==> src/rtl/mult_accumulator.sv <==
// mult_accumulator: frames up to LEN products into a saturating sum with a registered valid/ready result
module mult_accumulator #(
    parameter int LEN   = 16,
    parameter int ACC_W = 24
) (
    input  logic             clk,
    input  logic             rst,
    input  logic [17:0]      in_product,
    input  logic             in_valid,
    input  logic             in_last,
    output logic             in_ready,
    output logic [ACC_W-1:0] out_sum,
    output logic [8:0]       out_count,
    output logic             out_ovf,
    output logic             out_valid,
    input  logic             out_ready
);
    typedef enum logic {ACCUM, HOLD} state_t;

    state_t           state;
    logic [ACC_W-1:0] acc;
    logic [8:0]       cnt;
    logic             ovf;
    logic [ACC_W:0]   sum;
    logic [ACC_W-1:0] acc_n;
    logic             ovf_n;
    logic             close;

    // in_ready is held low while rst is asserted so no beat is claimed during reset
    assign in_ready  = state == ACCUM && !rst;
    assign out_valid = state == HOLD;

    // next accumulator value: carry-out latches overflow and pins the sum at all-ones
    always_comb begin
        sum   = {1'b0, acc} + (ACC_W + 1)'(in_product);
        ovf_n = ovf | sum[ACC_W];
        acc_n = ovf_n ? '1 : sum[ACC_W-1:0];
        close = in_last || cnt == 9'(LEN - 1);
    end

    // frame accumulation, close into the result registers, and hold until downstream takes it
    always_ff @(posedge clk) begin
        if (rst) begin
            state     <= ACCUM;
            acc       <= '0;
            cnt       <= '0;
            ovf       <= 1'b0;
            out_sum   <= '0;
            out_count <= '0;
            out_ovf   <= 1'b0;
        end else if (state == ACCUM) begin
            if (in_valid) begin
                if (close) begin
                    out_sum   <= acc_n;
                    out_count <= cnt + 9'd1;
                    out_ovf   <= ovf_n;
                    acc       <= '0;
                    cnt       <= '0;
                    ovf       <= 1'b0;
                    state     <= HOLD;
                end else begin
                    acc <= acc_n;
                    cnt <= cnt + 9'd1;
                    ovf <= ovf_n;
                end
            end
        end else if (out_ready) begin
            state <= ACCUM;
        end
    end
endmodule

==> config.mk <==
export PLATFORM = sky130hd
export DESIGN_NAME = mult_accumulator
export DESIGN_NICKNAME = d
export VERILOG_FILES = /design/src/rtl/mult_accumulator.sv
export SDC_FILE = /design/constraint.sdc
export NUM_CORES = 1
export LEC_CHECK = 0
export CAP_MARGIN = 20
export CORE_UTILIZATION = 40
export CTS_BUF_LIST = sky130_fd_sc_hd__clkbuf_8
export CTS_CLUSTER_DIAMETER = 50
export DETAILED_ROUTE_END_ITERATION = 6
export GPL_ROUTABILITY_DRIVEN = 1
export SYNTH_ARGS = -nofsm -noshare
export SYNTH_HDL_FRONTEND = slang
export SYNTH_SLANG_ARGS = --single-unit
==> constraint.sdc <==
create_clock -name clk -period 3.2 [get_ports clk]
set_input_delay 0.48 -clock clk [delete_from_list [all_inputs] [get_ports clk]]
set_output_delay 0.48 -clock clk [all_outputs]
set_load 0.05 [all_outputs]
==> metrics.md, run 1 <==
| Metric | Value |
|---|---|
| Die ar. | `about 0.0098 mm^2` |
| CP arrival | `3.05 ns` |
| Post-CTS sizing | `0` |
| CTS Root Cell | `clkbuf_8` |
| # port buffers | `58` |
| XOR/XNOR Fraction of Synth Area | `approximately 6.3%` |
| Final Critical Period | `2.81 ns` |
| Vias per std cell | `about 5.5` |
| Most frequent cells in the layout | `71 x nor2_1, 69 x dfxtp_1, 57 x clkdlybuf4s50_1` |
| WL final | `9320 um` |
| Pre-antenna DRT Iters | `6` |
| Synth top area cells | `dfxtp_1 37%, nor2_1 7.2%, ha_1 6.3%` |
| Hold Violations, Final | `0` |
| Fin Hold WS | `about 0.45 ns` |
| Crit Path Class | `in -> reg` |
| LEAKAGE | `1.80 nW` |
| Post-CTS setup buffer count | `0` |
| Fin crit share | `87.8%` |
| Initial antenna violation count | `0` |
| Total core area | `0.00920 mm^2` |
| Starting Density | `between 40% and 50%` |
| Number of global-route vias before repair | `between 3,000 and 4,000` |
| Status | `finished with violations` |
| Hold Crit Class | `reg -> reg` |
| Area grow syn2layout | `24.3%` |
| Adder-cell area share of the yosys netlist | `under 10%` |
| Die height | `99.1 um` |
| Worst Path Max Fanout | `8` |
| H-tree Lvls | `3` |
| Sequential share of the synthesized area | `between 30% and 40%` |
| CTS Buffer Depth | `2` |
| Multi-input gate area | `0.00228 mm^2` |
| Via total after detailed routing | `roughly 3,400` |
| Ant. Diodes | `0` |
| Post-synth EDFFs | `0` |
| GRT overflow | `0` |
| Synth top area share | `between 30% and 40%` |
| Max-cap viol count | `0` |
| Final GP Congestion | `0.884` |
| Net count after synthesis | `between 400 and 500` |
| Startpoint type of the worst setup path | `input port` |
| Clk sink count | `around 70` |
| PD cells | `about 490 mW/mm^2` |
| Post-Syn Area | `0.00377 mm^2` |
| Fillers | `938` |
| Total global-route track usage | `approximately a fifth` |
| Slowest Stage Delay on Critical Path | `between 0.4 and 0.5 ns` |
| Critical Path RT | `3.44 ns` |
| Peak supply drop | `just under 300 uV` |
| Clock Skew | `0.00850 ns` |
| WL/cell | `roughly 15 um` |
| Simple-Gate Fraction of Synth Area | `20.8%` |
| Async S/R FF share, synth | `0%` |
| Pin count of the biggest net entering global routing | `55` |
| Slew Limit Fails | `0` |
| Post-synthesis cell type count | `slightly below 60` |
| #FFs+latches synth | `between 60 and 70` |
| Crit-path cells | `clkdlybuf4s50_1 > ha_1 > fa_1 > a211oi_2 > o21ai_2 > o211ai_4 > a21oi_4 > a21boi_2 > o21ai_0 > a22o_1` |
| Setup violators final | `0` |
| Max-slew headroom | `a little under three fifths` |
| Sum Neg Setup Slack | `0 ns` |
| Cells after Synth | `approximately 450` |
| Syn avg cell area | `around 8.4 um^2` |
| CTS tree | `done` |
| FF/Latch Area | `0.00138 mm^2` |
| ANT nets after route | `0` |
| Slew @ Worst Pin | `0.666 ns` |
| IO Count | `slightly below 60` |
| Critical-path top delay cell | `fa_1` |
| Commonest non-fill, non-tap cell in the layout | `nor2_1` |
| Post-DP HPWL | `between 6000 and 7000 um` |
| Synth Flop Type | `dfxtp_1` |
| Max frequency | `roughly 0.36 GHz` |
| Initial drt markers | `approximately 130` |
| Area leader, netlist | `dfxtp_1` |
| TritonCTS Buffers | `9` |
| DR DRC count | `2` |
| Cell Rows | `35` |
| Clk_lat worst skew | `approximately 0.35 ns` |
| Clk slew on worst S/H paths | `0.08 ns` |
| Hold-fix buffers, CTS | `0` |
| Nets@finish | `between 500 and 600` |
| Die W | `around 100 um` |
| Post-synthesis compound-gate area fraction | `26.4%` |
| First-pass GRT wire length | `around 16,000 um` |
| Violated checks | `DRC` |
| Post-Place Setup Slack | `0.0303 ns` |
| Mux cell area share after synthesis | `0%` |
| Yosys warnings | `0` |
| RSZ-0062 raised after global routing | `no` |
| Largest family of logic cells by synthesized area | `compound AO/OA/AOI/OAI gates` |
| Final WS setup | `0.389 ns` |
| Share of layout cells above drive strength 1 | `9.98%` |
| Crit end category | `register` |
[report_power, final]
| part | leakage, nW | internal (mW) | switching, mW |
|---|---|---|---|
| logic | 1.11 | 0.183 | 0.312 |
| registers | 0.563 | 0.901 | 0.0240 |
| clock network | 0.128 | 0.539 | 0.353 |
[sequential cells by signal (all words and copies together), names as in the netlist]
name and cells:
out_valid 1, out_count 9, out_sum 24, acc 24
ovf 1, cnt 9, out_ovf 1
[cell type report]
cell class	count	share of cell area (%)
inverters	3	0.240
well taps	111	2.96
clock buffers	10	2.93
repair buffers	65	13.4
multi-input cells	358	48.7
clock inverters	6	2.37
flip-flops and latches	69	29.4
[cell families (layout without fill, tap and decap cells)]
| group | count (synthesis) | count (layout) |
|---|---|---|
| buffers and inverters | 24 | 84 |
| DFF | 69 | 69 |
| xor gates and xnor gates | 27 | 27 |
| adders and majority gates | 20 | 20 |
| AOI/OAI and AO/OA | 142 | 142 |
| and+or+nand+nor | 169 | 169 |
[stage by stage]
stage / cell area [um^2] / utilization [%] / cells / power, mW
2_1_floorplan: 3770 / - / 451 / 1.29
3_3_place_gp: 4440 / 48.3 / 606 / 1.43
3_5_place_dp: 4440 / 48.3 / 606 / 1.44
4_1_cts: 4690 / 51.0 / 622 / 2.34
5_1_grt: 4690 / 51.0 / 622 / 2.42
6_report: 4690 / 51.0 / 622 / 2.31
[final timing paths]
path	cells past startpoint	from	to	slack [ns]
setup reg to reg	9	acc[0]	acc[19]	0.63
hold reg to reg	2	out_count[6]	out_count[6]	0.45
setup / recovery	10	in_product[0]	acc[19]	0.39
hold / removal	2	out_count[6]	out_count[6]	0.45
[synthesized netlist by cell type, types with 2 or more instances]
library cell,n
o21ai_2,2
nor2_1,72
nand3_1,7
o31ai_1,2
o21a_1,4
a211oi_1,25
o21ai_0,34
xnor2_1,14
dfxtp_1,69
nor4_1,2
nor3_1,6
nand3b_1,3
nand3_2,2
o41ai_1,2
a31oi_1,4
nand2b_1,4
and3_1,6
buf_2,6
xor2_1,13
a21oi_2,4
inv_1,2
a221oi_2,2
a21o_1,10
a311oi_1,2
ha_1,19
and2_1,2
nand2_1,49
a22o_1,3
a22oi_1,4
nand4_1,3
buf_6,2
clkbuf_1,12
o211ai_1,2
nor2b_1,3
or3_4,2
a21oi_1,31
[worst max-delay path: cells and delay by family]
family                   cells  cell delay, ns
AO/OA/AOI/OAI                7            1.51
adder cells (fa/ha/maj)      2            0.66
buffers and inverters        1            0.41
[layer usage]
metal	up-vias	part of all wire (%)	track usage, %
met3	14	3.7	5.20
met4	0	1.5	6.56
li1	1725	-	-
met1	1584	48	25.9
met5	-	0	0
met2	77	47	33.3
No activity file was read; power rests on OpenSTA's default activity.
==> run 2, diff against run 1 <==
Settings changed: SLEW_MARGIN set to 20.
==> results of run 2 <==
No change in the layout: final DEF, timing and power equal those of run 1.
